### src/rtl/fetch_stage_pkg.sv
// Shared control constants for the fetch stage: reset vector, PCSel encodings
// and the word-alignment helper applied to redirect targets.
package fetch_stage_pkg;

  localparam logic [31:0] RESET_PC = 32'h0000_3000;

  localparam logic [1:0] pc_sel_pc4 = 2'd0;
  localparam logic [1:0] pc_sel_npc = 2'd1;
  localparam logic [1:0] pc_sel_rs  = 2'd2;

  function automatic logic [31:0] word_align(input logic [31:0] addr);
    return {addr[31:2], 2'b00};
  endfunction

endpackage

### src/rtl/if_id_reg.sv
// IF/ID pipeline register: instruction word, its PC+4 and a valid flag.
// Loads when enabled; a bubble load clears the word to a nop.
module if_id_reg (
  input  logic        clk,
  input  logic        rst,
  input  logic        en,
  input  logic        bubble,
  input  logic [31:0] instr,
  input  logic [31:0] pc4,
  output logic [31:0] instr_d,
  output logic [31:0] pc4_d,
  output logic        valid_d
);

  always_ff @(posedge clk or posedge rst) begin
    if (rst) begin
      instr_d <= 32'd0;
      pc4_d   <= 32'd0;
      valid_d <= 1'b0;
    end else if (en) begin
      if (bubble) begin
        instr_d <= 32'd0;
        valid_d <= 1'b0;
      end else begin
        instr_d <= instr;
        pc4_d   <= pc4;
        valid_d <= 1'b1;
      end
    end
  end

endmodule

### src/rtl/fetch_stage.sv
// MIPS F stage: program counter, instruction-memory request, one-word skid
// buffer for stalls, deferred redirect for memory waits, and the IF/ID register.
module fetch_stage
  import fetch_stage_pkg::*;
(
  input  logic        clk,
  input  logic        reset,
  input  logic        stall,
  input  logic [1:0]  PCSel,
  input  logic [31:0] NPC_D,
  input  logic [31:0] RS_D,
  output logic        imem_req,
  output logic [31:0] imem_addr,
  input  logic        imem_ready,
  input  logic [31:0] imem_rdata,
  output logic [31:0] Instr_D,
  output logic [31:0] PC4_D,
  output logic        valid_D,
  output logic        align_err
);

  logic [31:0] pc_reg, pc_next;
  logic [31:0] ibuf_reg, ibuf_next;
  logic        ibuf_valid_reg, ibuf_valid_next;
  logic [31:0] pend_pc_reg, pend_pc_next;
  logic        pend_valid_reg, pend_valid_next;
  logic        align_err_reg, align_err_next;

  logic        avail;
  logic [31:0] word;
  logic        redirect;
  logic [31:0] target_raw;
  logic [31:0] pc4;

  assign avail      = ibuf_valid_reg | imem_ready;
  assign word       = ibuf_valid_reg ? ibuf_reg : imem_rdata;
  assign redirect   = (PCSel == pc_sel_npc) || (PCSel == pc_sel_rs);
  assign target_raw = (PCSel == pc_sel_rs) ? RS_D : NPC_D;
  assign pc4        = pc_reg + 32'd4;

  // A full skid buffer already holds the word for PC_F, so no new request.
  assign imem_req  = !ibuf_valid_reg;
  assign imem_addr = pc_reg;
  assign align_err = align_err_reg;

  always_ff @(posedge clk or posedge reset) begin
    if (reset) begin
      pc_reg         <= RESET_PC;
      ibuf_reg       <= 32'd0;
      ibuf_valid_reg <= 1'b0;
      pend_pc_reg    <= 32'd0;
      pend_valid_reg <= 1'b0;
      align_err_reg  <= 1'b0;
    end else begin
      pc_reg         <= pc_next;
      ibuf_reg       <= ibuf_next;
      ibuf_valid_reg <= ibuf_valid_next;
      pend_pc_reg    <= pend_pc_next;
      pend_valid_reg <= pend_valid_next;
      align_err_reg  <= align_err_next;
    end
  end

  always_comb begin
    pc_next         = pc_reg;
    ibuf_next       = ibuf_reg;
    ibuf_valid_next = ibuf_valid_reg;
    pend_pc_next    = pend_pc_reg;
    pend_valid_next = pend_valid_reg;
    align_err_next  = align_err_reg;

    if (!stall) begin
      // D re-presents PCSel while stalled, so redirects are only acted on here.
      if (redirect && (target_raw[1:0] != 2'b00))
        align_err_next = 1'b1;
      if (avail) begin
        ibuf_valid_next = 1'b0;
        pend_valid_next = 1'b0;
        if (redirect)
          pc_next = word_align(target_raw);
        else if (pend_valid_reg)
          pc_next = pend_pc_reg;
        else
          pc_next = pc4;
      end else if (redirect) begin
        // Delay slot still outstanding: remember where to go once it arrives.
        pend_pc_next    = word_align(target_raw);
        pend_valid_next = 1'b1;
      end
    end else if (imem_ready && !ibuf_valid_reg) begin
      ibuf_next       = imem_rdata;
      ibuf_valid_next = 1'b1;
    end
  end

  if_id_reg u_if_id (
    .clk     (clk),
    .rst     (reset),
    .en      (!stall),
    .bubble  (!avail),
    .instr   (word),
    .pc4     (pc4),
    .instr_d (Instr_D),
    .pc4_d   (PC4_D),
    .valid_d (valid_D)
  );

endmodule

### config.mk
export PLATFORM = sky130hd
export DESIGN_NAME = fetch_stage
export DESIGN_NICKNAME = d
export VERILOG_FILES = /design/src/rtl/fetch_stage_pkg.sv /design/src/rtl/if_id_reg.sv /design/src/rtl/fetch_stage.sv
export SDC_FILE = /design/constraint.sdc
export NUM_CORES = 1
export LEC_CHECK = 0
export BUFFER_PORTS_ARGS = -buffer_cell sky130_fd_sc_hd__buf_4
export CAP_MARGIN = 20
export CORE_UTILIZATION = 49
export CTS_CLUSTER_DIAMETER = 60
export CTS_CLUSTER_SIZE = 28
export DETAILED_ROUTE_END_ITERATION = 7
export PLACE_DENSITY = 0.77
export SLEW_MARGIN = 10
export SYNTH_ARGS = -nofsm -noshare
export SYNTH_HDL_FRONTEND = slang
export SYNTH_SLANG_ARGS = --single-unit
### constraint.sdc
create_clock -name clk -period 4.7 [get_ports clk]
set_clock_uncertainty 0.1 [all_clocks]
set_input_delay 0.705 -clock clk [delete_from_list [all_inputs] [get_ports clk]]
set_output_delay 0.705 -clock clk [all_outputs]
set_load 0.01 [all_outputs]
Yosys cells after proc, flatten, opt, wreduce, memory -nomap -nowiden
Index checks and enable logic that the tools add are counted.
{"block": "classes", "n_addsub": 1, "n_eq_ne": 3, "muxes": 11, "bitwise": 3, "reduce_logical": 13}
{"operator": "2-to-1 mux 32 bit", "n": 5}
{"operator": "adder 32 x 3 -> 32 bit (second input constant)", "n": 1}
{"operator": "AND reduction 2 bit", "n": 5}
{"operator": "2-to-1 mux 1 bit", "n": 6}
{"operator": "nonzero test 2 bit", "n": 3}
{"operator": "AND reduction 3 bit", "n": 1}
{"operator": "equality test 2 x 1 -> 1 bit (second input constant)", "n": 1}
{"operator": "equality test 2 bit (second input constant)", "n": 1}
{"operator": "logical AND 1 bit", "n": 2}
{"operator": "!= test 2 x 1 -> 1 bit (second input constant)", "n": 1}
{"operator": "NOT 1 bit", "n": 2}
{"operator": "zero test 1 bit", "n": 1}
{"operator": "logical OR 1 bit", "n": 1}
{"operator": "OR 1 bit", "n": 1}
{"block": "word_totals", "regBits": 162, "input_bits": 102, "out_inout_bits": 99, "wordCells": 40}

Depth between registers and ports, before layout
{"block": "logic_depth", "ltp_word": 5, "mapped_depth": 9, "ltp_nobuf": 6}

Hierarchy
A second synthesis with hierarchy kept.
{"block": "unflattened", "hier_cells": 727, "area_unflattened_um2": 8215.4}
{"mod": "fetch_stage", "n_inst": 1, "cells_per_inst": 583, "area_per_inst_um2": 5710.5, "seq_area_each_um2": 2379.8}
{"mod": "if_id_reg", "n_inst": 1, "cells_per_inst": 144, "area_per_inst_um2": 2504.9, "seq_area_each_um2": 1626.6}

Worst setup path before layout
OpenSTA, ideal clock, no wires.
{"block": "synth_timing", "kind": "input port to flip-flop", "from": "in PCSel[0]", "to": "reg pend_pc_reg[10]", "setup_ps": 137, "t_arrival_ps": 2419, "t_required_ps": 4463, "path_slack_ps": 2044, "path_stages": 7, "n_path_buf": 3, "cell_sequence": "inv_1 > ha_1 > clkbuf_1 > nor4_1 > clkbuf_1 > clkbuf_1 > a21oi_1"}
{"block": "synth_between", "elab_chain_cells": 3, "elab_cells_between_ends": 5, "cone_classes": "eq/ne (2); mux (1); reduce/logical (2)"}
{"item": "from (decl)", "line": "fetch_stage.sv:9", "rtl": "input logic [1:0] PCSel,"}
{"item": "equality test 2 x 1 -> 1 bit / equality test 2 bit (equally long branches)", "line": "fetch_stage.sv:37, fetch_stage.sv:38"}
{"item": "logical OR 1 bit", "line": "fetch_stage.sv:37", "rtl": "assign redirect = (PCSel == pc_sel_npc) || (PCSel == pc_sel_rs);"}
{"item": "AND reduction 3 bit (no line)"}
{"item": "to (signal assigned)", "line": "fetch_stage.sv:58", "rtl": "pend_pc_reg <= pend_pc_next;"}
{"item": "to (decl)", "line": "fetch_stage.sv:25", "rtl": "logic [31:0] pend_pc_reg, pend_pc_next;"}
Parallel ways exist; a longest one is shown, timed or not.
A chain may end at the register's enable or synchronous reset.

Worst setup path after layout
{"block": "layout_timing", "from": "reg ibuf_valid_reg", "to": "out imem_req"}
{"block": "layout_between", "elab_chain_cells": 1}
{"item": "from (decl)", "line": "fetch_stage.sv:24", "rtl": "logic ibuf_valid_reg, ibuf_valid_next;"}
{"item": "from (signal assigned)", "line": "fetch_stage.sv:57", "rtl": "ibuf_valid_reg <= ibuf_valid_next;"}
{"item": "zero test 1 bit", "line": "fetch_stage.sv:42", "rtl": "assign imem_req = !ibuf_valid_reg;"}
{"item": "to (decl)", "line": "fetch_stage.sv:12", "rtl": "output logic imem_req,"}
Every way passes these cells.

==> out/metrics.yaml <==
cts-htree-levels: 4
diodes: 0
nets: 1130
initial_core_util: 0.500
worstHoldPathType: "in -> async"
cts_sinks: 158
worstSetupPathType: "reg -> out"
cap_violations: 0
yosys.area.top_type: "dfrtp_1"
yosys.cell_types.count: 67
core-area_sq_um: 16500
synth_commonest_cells: "dfrtp_1, nand2_1, o21ai_0"
syn_avg_cell_area_sq_um: 9.36
synth_top_area_frac: 0.474
cp-start-kind: "flip-flop"
die_y_um: 132
syn-cell-area_sq_um: 8230
leakage_nw: 4.53
rows: 47
syn_to_final_growth_pct: 25.5
wl_um: 22700
postCtsResizedCells: 0
path_cells: "buf_4 -> inv_1 -> buf_4"
peakVddDrop_mv: 0.262
path_clk_slew_ns: 0.06
grt_pass1_wl_um: 37000
async_flop_share: 1.00
regToRegStartpoint: "ibuf_valid_reg"
cp.arrival_ns: 2.15
fin_area_sq_um: 10300
viasPerCell: 5.88
dieArea_sq_um: 17300
firstDrtPassIters: 5
p_per_area_nw_per_um2: 455
clk_path_buf_depth: 2
grt_max_degree: 129
setup_slack_ns: 1.75
netlist_instances: 879
antenna_found_initial: 0
drive_above_1_share: 0.283
power_w: 0.00470
grt_overflow: 0
ff_latch_area_sq_um: 3960
ant_nets: 0
ys_seq_area_frac: 0.481
crit_path_end_kind: "output pin"
critPathSlowestCell: "dfrtp_1"
place_area_sq_um: 9740
required_ns: 3.89
final-setup-viol-count: 0
wl_per_cell_um: 18.0
dp_hpwl_um: 15500
place_ws_ns: 1.60
grt_usage: 0.268
fmax_mhz: 338
worstMarginPinSlew_ns: 1.05
r2r_cells: 5
finalCritPeriodShare: 0.629
hold_viol: 0
endpoint: "imem_req"
gp_congestion: 0.817
routed-via-count: 7402
grt_setup_unrepaired: "no"
fillers: 1427
totalNegativeSetupSlack_ns: 0
io_pins: 201
cts-hold-fix-buffers: 0
path_common_cell: "buf_4"
rrSetupSlack_ns: 1.99
post-synth-top-count-cell: "dfrtp_1"
drc: 0
cts_tree: "yes"
cts_setup_buffers: 0
reg2reg_to: "imem_addr[16]"
whs_ns: 0.274
ys.flop_type: "dfrtp_1"
synth_warnings: 0
slew_viol_final: 0
slew_headroom: 0.301
die_w_um: 132
multiInputGateArea_sq_um: 3890
drtIter0Drc: 664
synth_edf_count: 0
slowest_delay_ns: 0.67
ys_ff_latch: 158
status: "finished, final reports clean"
cp_max_fo: 24
clk_latency_ns: 0.43
clockRootBuffer: "clkbuf_16"
synth_area_leaders: "dfrtp_1, mux2_2, mux2i_1"
min_period_ns: 2.95
cts_buffers: 17
grt_pass1_vias: 7084
cp-startpoint: "ibuf_valid_reg"
portBuffers: 196
## layout by cell type, fill, tap and decap left out, types with 14 or more instances in the layout
cell type  count
buf_4        206
dfrtp_1      156
nand2_1       89
o21ai_0       78
nor2_1        67
a21oi_1       64
nand3_1       41
mux2i_1       39
mux2_2        35
and3_1        29
a31oi_1       18
nor3_1        17
clkbuf_16     17
nand4_1       14
## per-layer routing
metal | part of all wire | vias up | GRT usage
met3 | 0.090 | 39 | 0.0799
met1 | 0.42 | 3562 | 0.350
met4 | 0.020 | 0 | 0.0950
met2 | 0.47 | 327 | 0.424
met5 | 0 | - | 0
li1 | - | 3474 | -
## critical path: cells and delay by family (launching register included)
family / cells / cell delay [ns]
flops: 1 / 0.67
buf+inv: 3 / 1.05
## how the worst min path moves through the flow
stage,from,end,slack (ns),cells after the start
after floorplan,ibuf_reg[0],ibuf_reg[0],0.38,1
after global placement,align_err,align_err,0.34,1
after detailed placement,align_err,align_err,0.36,1
after CTS,reset,pend_pc_reg[4],0.28,2
after global routing,reset,pend_pc_reg[4],0.33,2
final,reset,pend_pc_reg[4],0.27,2
## metrics by stage
step | instances | utilization
after floorplan | 882 | -
after global placement | 1227 | 0.591
after detailed placement | 1227 | 0.591
after CTS | 1259 | 0.627
after global routing | 1259 | 0.627
final | 1259 | 0.627
## report_power, final
group / switching, W / internal [W] / total, W
clock network: 0.000602 / 0.000808 / 0.00141
logic: 0.000633 / 0.000625 / 0.00126
registers: 0.000356 / 0.00168 / 0.00204
total: 0.00159 / 0.00311 / 0.00470
## final cells by class
type / instances / area share
Clock inverter: 14 / 0.0150
Inverter: 11 / 0.00436
Sequential cell: 158 / 0.383
Tap cell: 220 / 0.0266
Timing Repair Buffer: 207 / 0.152
Clock buffer: 18 / 0.0425
Multi-Input combinational cell: 631 / 0.377
## cells by family (layout without fill, tap and decap cells)
logic type,Yosys count,in the layout,synth area share
xor gates and xnor gates,11,11,0.0117
and+or+nand+nor,308,308,0.185
adders and majority gates,2,2,0.00304
muxes,74,74,0.0953
DFF,158,158,0.481
other,1,4,0.000456
buffers and inverters,93,250,0.0517
AOI/OAI and AO/OA,232,232,0.173
Power figures use the tool's default switching activity.
